$ cat config.mk
export PLATFORM = sky130hd
export DESIGN_NAME = lane_accum_adder_flat
export DESIGN_NICKNAME = d
export VERILOG_FILES = /design/src/rtl/lane_accum_adder_if.sv /design/src/rtl/lane_accum_adder.sv /design/src/flat_wrapper.sv
export SDC_FILE = /design/constraint.sdc
export NUM_CORES = 1
export LEC_CHECK = 0
export CAP_MARGIN = 0
export CORE_MARGIN = 2
export CORE_UTILIZATION = 47
export DETAILED_ROUTE_END_ITERATION = 6
export GPL_ROUTABILITY_DRIVEN = 1
export PLACE_DENSITY = 0.8
export SLEW_MARGIN = 20
export SYNTH_ARGS = -nofsm -noshare
export SYNTH_HDL_FRONTEND = slang
export SYNTH_SLANG_ARGS = --single-unit
export TNS_END_PERCENT = 1
$ cat constraint.sdc
create_clock -name clk -period 3.36 [get_ports clk]
set_input_delay 0.672 -clock clk [delete_from_list [all_inputs] [get_ports clk]]
set_output_delay 0.672 -clock clk [all_outputs]
set_load 0.01 [all_outputs]
$ cat src/rtl/lane_accum_adder_if.sv
// Operand/result bundle for lane_accum_adder.
// master drives operands and controls, slave is the adder side.
interface lane_accum_adder_if #(
   parameter int DATA_W = 4,
   parameter int LANES  = 4,
   parameter int ACC_W  = 8
);
   logic                    C_EN;
   logic                    in_valid;
   logic                    mode;
   logic                    clear;
   logic [LANES*DATA_W-1:0] a;
   logic [LANES*DATA_W-1:0] b;
   logic [LANES*ACC_W-1:0]  sum;
   logic                    out_valid;
   logic [LANES-1:0]        ovf;
   logic                    busy;

   modport master (
      output C_EN, in_valid, mode, clear, a, b,
      input  sum, out_valid, ovf, busy
   );

   modport slave (
      input  C_EN, in_valid, mode, clear, a, b,
      output sum, out_valid, ovf, busy
   );
endinterface

$ cat src/rtl/lane_accum_adder.sv
// Multi-lane unsigned adder with PAIR and ACCUM (ACC_LEN-beat) modes.
// Define LANE_ACC_SAT_EN to clamp overflowing lanes instead of wrapping.
module lane_accum_adder #(
   parameter int DATA_W  = 4,
   parameter int LANES   = 4,
   parameter int ACC_W   = 8,
   parameter int ACC_LEN = 4
) (
   input  logic               clk,
   input  logic               rst,
   lane_accum_adder_if.slave  bus
);
   localparam int CW = $clog2(ACC_LEN + 1);
   localparam logic [CW-1:0] LAST = CW'(ACC_LEN - 1);
   localparam logic [0:0] IDLE = 1'b0;
   localparam logic [0:0] ACC  = 1'b1;

   logic [0:0]             state;
   logic [CW-1:0]          cnt;
   logic [LANES*ACC_W-1:0] acc;
   logic [LANES*ACC_W-1:0] nxt;
   logic [LANES*ACC_W-1:0] sum_q;
   logic [LANES-1:0]       sticky;
   logic [LANES-1:0]       cy;
   logic [LANES-1:0]       ovf_n;
   logic [LANES-1:0]       ovf_q;
   logic                   out_valid_q;
   logic                   in_acc;

   assign in_acc = (state == ACC);

   for (genvar i = 0; i < LANES; i++) begin : g_lane
      logic [DATA_W:0]  t;
      logic [ACC_W-1:0] base;
      logic [ACC_W:0]   wide;

      assign t = {1'b0, bus.a[i*DATA_W +: DATA_W]}
               + {1'b0, bus.b[i*DATA_W +: DATA_W]};
      assign base  = in_acc ? acc[i*ACC_W +: ACC_W] : '0;
      assign wide  = {1'b0, base} + (ACC_W+1)'(t);
      assign cy[i] = wide[ACC_W];
`ifdef LANE_ACC_SAT_EN
      // once a lane has overflowed it stays pinned at full scale
      assign nxt[i*ACC_W +: ACC_W] =
         (cy[i] | (in_acc & sticky[i])) ? '1 : wide[ACC_W-1:0];
`else
      assign nxt[i*ACC_W +: ACC_W] = wide[ACC_W-1:0];
`endif
   end

   assign ovf_n = (in_acc ? sticky : '0) | cy;

   logic go_clr, go_pair, go_start, go_end, go_add, beat;

   assign beat     = bus.C_EN & bus.in_valid & ~bus.clear;
   assign go_clr   = bus.C_EN & bus.clear;
   assign go_pair  = beat & ~in_acc & ~bus.mode;
   assign go_start = beat & ~in_acc & bus.mode;
   assign go_end   = beat & in_acc & (cnt == LAST);
   assign go_add   = beat & in_acc & (cnt != LAST);

   always_ff @(posedge clk or negedge rst) begin
      if (!rst) begin
         state       <= IDLE;
         cnt         <= '0;
         acc         <= '0;
         sticky      <= '0;
         sum_q       <= '0;
         ovf_q       <= '0;
         out_valid_q <= 1'b0;
      end else if (bus.C_EN) begin
         out_valid_q <= 1'b0;
         unique case (1'b1)
            go_clr: begin
               state  <= IDLE;
               cnt    <= '0;
               acc    <= '0;
               sticky <= '0;
            end
            go_pair: begin
               sum_q       <= nxt;
               ovf_q       <= ovf_n;
               out_valid_q <= 1'b1;
            end
            go_start: begin
               state  <= ACC;
               cnt    <= CW'(1);
               acc    <= nxt;
               sticky <= ovf_n;
            end
            go_end: begin
               state       <= IDLE;
               cnt         <= '0;
               acc         <= '0;
               sticky      <= '0;
               sum_q       <= nxt;
               ovf_q       <= ovf_n;
               out_valid_q <= 1'b1;
            end
            go_add: begin
               cnt    <= cnt + CW'(1);
               acc    <= nxt;
               sticky <= ovf_n;
            end
            default: ;
         endcase
      end
   end

   assign bus.sum       = sum_q;
   assign bus.ovf       = ovf_q;
   assign bus.out_valid = out_valid_q;
   assign bus.busy      = in_acc;
endmodule

$ cat src/flat_wrapper.sv
// flat-port wrapper written by rule: the top's interface ports become plain ports
module lane_accum_adder_flat 
#(
   parameter int DATA_W  = 4,
   parameter int LANES   = 4,
   parameter int ACC_W   = 8,
   parameter int ACC_LEN = 4
)
  (clk, rst, bus_C_EN, bus_in_valid, bus_mode, bus_clear, bus_a, bus_b, bus_sum, bus_out_valid, bus_ovf, bus_busy);
  lane_accum_adder_if #(.DATA_W(DATA_W), .LANES(LANES), .ACC_W(ACC_W)) bus_i ();
  input  logic clk;
  input  logic rst;
  input wire logic [$bits(bus_i.C_EN)-1:0] bus_C_EN;
  input wire logic [$bits(bus_i.in_valid)-1:0] bus_in_valid;
  input wire logic [$bits(bus_i.mode)-1:0] bus_mode;
  input wire logic [$bits(bus_i.clear)-1:0] bus_clear;
  input wire logic [$bits(bus_i.a)-1:0] bus_a;
  input wire logic [$bits(bus_i.b)-1:0] bus_b;
  output wire logic [$bits(bus_i.sum)-1:0] bus_sum;
  output wire logic [$bits(bus_i.out_valid)-1:0] bus_out_valid;
  output wire logic [$bits(bus_i.ovf)-1:0] bus_ovf;
  output wire logic [$bits(bus_i.busy)-1:0] bus_busy;
  assign bus_i.C_EN = bus_C_EN;
  assign bus_i.in_valid = bus_in_valid;
  assign bus_i.mode = bus_mode;
  assign bus_i.clear = bus_clear;
  assign bus_i.a = bus_a;
  assign bus_i.b = bus_b;
  assign bus_sum = bus_i.sum;
  assign bus_out_valid = bus_i.out_valid;
  assign bus_ovf = bus_i.ovf;
  assign bus_busy = bus_i.busy;
  lane_accum_adder #(.DATA_W(DATA_W), .LANES(LANES), .ACC_W(ACC_W), .ACC_LEN(ACC_LEN)) u_core (.clk(clk), .rst(rst), .bus(bus_i));
endmodule
; ---- Yosys cells after proc, flatten, opt, wreduce, memory -nomap -nowiden
; Index checks and enable logic that the tools add are counted.
[classes]
muxes = 10
n_addsub = 9
n_reduce_logical = 10
n_bitwise = 13
n_eq_ne = 2
[ops]
columns = cell, n
row1 = $pmux W32 S2, 1
row2 = $add A8 B5 Y9, 4
row3 = $mux W8, 4
row4 = $add A4 B4 Y5, 4
row5 = $and A1 B1 Y1, 9
row6 = $pmux W3 S3, 1
row7 = $pmux W4 S2, 1
row8 = $reduce_and A2 Y1, 4
row9 = $reduce_or A2 Y1, 3
row10 = $mux W4, 1
row11 = $or A4 B4 Y4, 1
row12 = $reduce_bool A2 Y1, 2
row13 = $add A3 B1 Y3 const B, 1
row14 = $eq A3 B2 Y1 const B, 1
row15 = $ne A3 B2 Y1 const B, 1
row16 = $not A1 Y1, 3
row17 = $reduce_bool A3 Y1, 1
row18 = $pmux W1 S2, 1
row19 = $mux W1, 1
[totals]
regBits = 77
out_inout_bits = 38
in_bits = 38
wordCells = 51

; ---- Depth between registers and ports, before layout
[depth]
ltp_word = 7
depth_mapped = 13
depth_no_buf = 10

; ---- Worst setup path after synthesis
; No wires, ideal clock.
[synth_timing]
path_kind = register to register
start = reg u_core.state, in the netlist u_core.bus.busy
end = reg u_core.acc[29]
setup_time_ps = 122
slack_ps = 404
period_less_slack_ps = 2956
path_buffers = 3
required_ps = 3238
stages_incl_launch_ff = 12
t_arrival_ps = 2835
cell_sequence = dfrtp_1 > buf_4 > buf_2 > clkbuf_1 > nand2_1 > fa_1 > inv_1 > ha_1 > fa_1 > a21o_1 > a21o_1 > a32o_1
[synth_via]
elab_chain_cells = 6
word_cells_on_any_way = 13
cone_classes = add/sub (1) / mux (2) / bitwise (6) / reduce/logical (4)
[synth_lines]
columns = element, line
row1 = from (decl), lane_accum_adder.sv:18  ; logic [0:0] state;
row2 = from (signal assigned), lane_accum_adder.sv:64  ; state <= IDLE;
row3 = from (signal assigned), lane_accum_adder.sv:75  ; state <= IDLE;
row4 = from (signal assigned), lane_accum_adder.sv:86  ; state <= ACC;
row5 = branches (longest 6 deep; another with $add A8 B5 Y9), n/a
row6 = to (signal assigned), lane_accum_adder.sv:88  ; acc <= nxt;
row7 = to (signal assigned), lane_accum_adder.sv:102  ; acc <= nxt;
row8 = to (decl), lane_accum_adder.sv:20  ; logic [LANES*ACC_W-1:0] acc;
; Parallel ways; which one is timed is not known.
; A chain may end at the register's enable or synchronous reset.

; ---- Worst setup path in the final report
[layout_timing]
start = in bus_b[1]
end = reg u_core.sum_q[5], in the netlist u_core.bus.sum[5]
[layout_via]
elab_chain_cells = 2
[layout_lines]
columns = element, line
row1 = from (decl), flat_wrapper.sv:18  ; input wire logic [$bits(bus_i.b)-1:0] bus_b;
row2 = $add A4 B4 Y5, lane_accum_adder.sv:38  ; + {1'b0, bus.b[i*DATA_W +: DATA_W]};
row3 = $add A8 B5 Y9, lane_accum_adder.sv:40  ; assign wide = {1'b0, base} + (ACC_W+1)'(t);
row4 = to (signal assigned), lane_accum_adder.sv:81  ; sum_q <= nxt;
row5 = to (signal assigned), lane_accum_adder.sv:96  ; sum_q <= nxt;
row6 = to (decl), lane_accum_adder.sv:22  ; logic [LANES*ACC_W-1:0] sum_q;
; Every way passes these cells.

==> results.toml <==
[detailed_routing]
vias = 3496
wl_um = 9930
via_per_inst = 5.52
dr.pass1.iters = 4
wl_per_cell_um = 15.7
drt-initial-drc-count = 188
antenna_left = 0
drc = 0

[finish]
fin_cells = 633
insertedDiodeCount = 0
area_growth_pct = 24.1
fin_nets = 593
multi_input_area_um2 = 2260
regArea_um2 = 1930
final_layout_size_suffix_gt1_share_pct = 6.51
fillCellCount = 782
fin_area_um2 = 5520

[synth]
synthMuxAreaShare_pct = 1.01
synthCells = 443
synth.cell_area_um2 = 4450
synth_common_cells = "dfrtp_1 (77), nand2_1 (72), inv_1 (41)"
yosysSeqAreaShare_pct = 43.3
synth-main-ff-cell = "dfrtp_1"
synth_top_family_by_area = "compound AO/OA/AOI/OAI gates"
synth_top_area_share_pct = 43.3
synthTopCellsByArea = "dfrtp_1 (43%), fa_1 (9.0%), nand2_1 (6.1%)"
yosys.area.top_type = "dfrtp_1"
syn_avg_cell_area_um2 = 10.0
synth-xor-area-share_pct = 3.35
ys_ff_latch = 77
synth_nets = 519
synthArstFlopShare_pct = 100
synthSimpleGateAreaFrac_pct = 14.1
yosysMostFrequentCell = "dfrtp_1"
synth_edf_count = 0
ys_warn_count = 0
synth_compound_area_share_pct = 18.2
synth.distinct_cells = 49
synth-adder-area-share_pct = 14.1

[worst_setup_path]
critPathBufInv = 4
crit_path_cell_trace = "clkdlybuf4s50_1 > inv_1 > fa_1 > inv_1 > ha_1 > inv_1 > fa_1 > nor2b_1 > o21ai_0 > nor4b_1 > a221o_1"
start_kind = "input port"
slowest_delay_ns = 0.47
arrival_ns = 3.13
r2r-end = "u_core.bus.sum[13]"
cpMaxStageDelayCell = "fa_1"
cp_top_family = "adder cells"
required_ns = 3.59
r2r_cells = 10
r2r-start = "u_core.bus.busy"
crit_top_cell = "inv_1"
crit_type = "in2reg"
ff2ff_setup_slack_ns = 0.53
cp_max_fo = 3
worstSetupEndpointType = "flop"

[clock_network]
clk_pin_slew_ns = 0.08
numCtsBuffers = 9
cts_resized = 0
hold_buffers = 0
post_cts_buffers = 0
clkLatencyLatePin_ns = 0.35
clock-sinks = 77
h-tree-depth = 3
root_buffer = "clkbuf_8"
cts_buffer_depth = 2
cts_tree = "done"

[floorplanning]
fp-row-count = 35
die_x_um = 101
fp.dieH_um = 101
start_util_pct = 48.3
die-area_um2 = 10300
coreArea_um2 = 9200
ios = 76

[timing]
max_slew_margin_pct = 35.7
drv_slew = 0
hold_viol = 0
setup_viol = 0
tightestPinTransition_ns = 0.965
fmax_mhz = 344
rsz0062_at_grt = "false"
fin_crit_ns = 2.91
skew_ns = 0.0150
fin_tns_setup_ns = 0
post-route-period-util_pct = 86.6

[pwr]
cellPowerDensity_nw_per_um2 = 480
finalPower_uw = 2650
power_leakage_uw = 0.00258
irDropWorstVdd_mv = 0.208

[run]
maxCapViolations = 0

[global_route]
grt.overflow.total = 0
grt_pass1_vias = 3569
grt.total_usage_pct = 20.7
grt_max_degree = 78
grt_pass1_wl_um = 16600
antenna_found_initial = 0

[place]
placed_cells_incl_taps = 617
hpwl_um = 6880
io_buffers = 75
gp_congestion = 0.799
placed_cell_area_um2 = 5290

[min_path]
hp-class = "in2async"

[status]
status = "complete, no violations"
kinds of logic after synthesis:
group | Yosys count
compound gates | 121
xor+xnor | 17
fa+ha+maj | 38
buf+inv | 60
flops | 77
mux | 4
simple gates | 126
registers in the layout, summed over array words and instances, names as in the netlist:
| name | cells |
|---|---|
| u_core.bus.ovf | 4 |
| u_core.acc | 32 |
| u_core.sticky | 4 |
| u_core.bus.out_valid | 1 |
| u_core.bus.busy | 1 |
| u_core.bus.sum | 32 |
| u_core.cnt | 3 |
metal layers:
| metal | GRT usage, % | routed length (um) |
|---|---|---|
| met2 | 34.0 | 4790 |
| met4 | 7.80 | 193 |
| met3 | 3.93 | 454 |
| met5 | 0 | 0 |
| met1 | 27.5 | 4490 |
cell type report:
cell class                      instances  share of cell area (%)
Inverter                               41                    2.79
Tap cell                              111                    2.52
Timing Repair Buffer                   82                    14.7
Clock inverter                          4                    1.27
Sequential cell                        77                    34.9
Clock buffer                           12                    2.81
Multi-Input combinational cell        306                    40.9
per-stage QoR:
| step | utilization [%] | hold slack [ns] | setup WS (ns) |
|---|---|---|---|
| CTS | 60.0 | 0.482 | 0.466 |
| global route | 60.0 | 0.495 | 0.308 |
| finish | 60.0 | 0.463 | 0.451 |
| global placement | 57.5 | 0.454 | 0.206 |
| detailed placement | 57.5 | 0.464 | 0.122 |
| floorplan | - | 0.376 | 0.404 |
report_power, final:
group          switching, uW  internal (uW)  leakage [uW]
clock                    338            457      0.000116
combinational            341            377       0.00144
sequential              75.4           1060       0.00103
cell usage in the layout (no fill, tap or decap), types with 3 or more instances in the layout:
cell type        instances
and2_1                  15
inv_1                   41
xnor2_1                  9
nand2_1                 72
o211a_1                  3
clkdlybuf4s50_1         74
o211ai_2                 3
nor2b_1                  3
ha_1                    18
o21bai_1                 4
o21ai_1                 12
nor4b_1                  3
nand3_1                  8
buf_4                    7
o21ai_0                 39
mux2_1                   4
a21oi_1                 16
a32o_1                   6
a21o_1                   4
fa_1                    20
a22o_1                  11
clkbuf_8                11
nand4_1                 10
xor2_1                   8
dfrtp_1                 77
nor2_1                   5
a221o_1                  3
worst register-to-register path: stages (launching register included):
cell	delay [ns]
dfrtp_1	0.42
buf_12	0.19
and2_1	0.18
fa_1	0.48
ha_1	0.18
inv_1	0.06
fa_1	0.41
nor2b_1	0.19
o21ai_0	0.16
nor4b_1	0.19
a221o_1	0.28
how the worst max path moves through the flow:
stage,endpoint,from,depth (start not counted),slack [ns]
after global routing,u_core.bus.sum[5],bus_b[1],11,0.31
after floorplan,u_core.acc[29],u_core.bus.busy,11,0.40
after CTS,u_core.bus.sum[5],bus_b[1],11,0.47
final,u_core.bus.sum[5],bus_b[1],11,0.45
after detailed placement,u_core.bus.sum[5],bus_b[1],11,0.12
after global placement,u_core.bus.sum[5],bus_b[1],11,0.21
(Power assumes the default switching activity.)
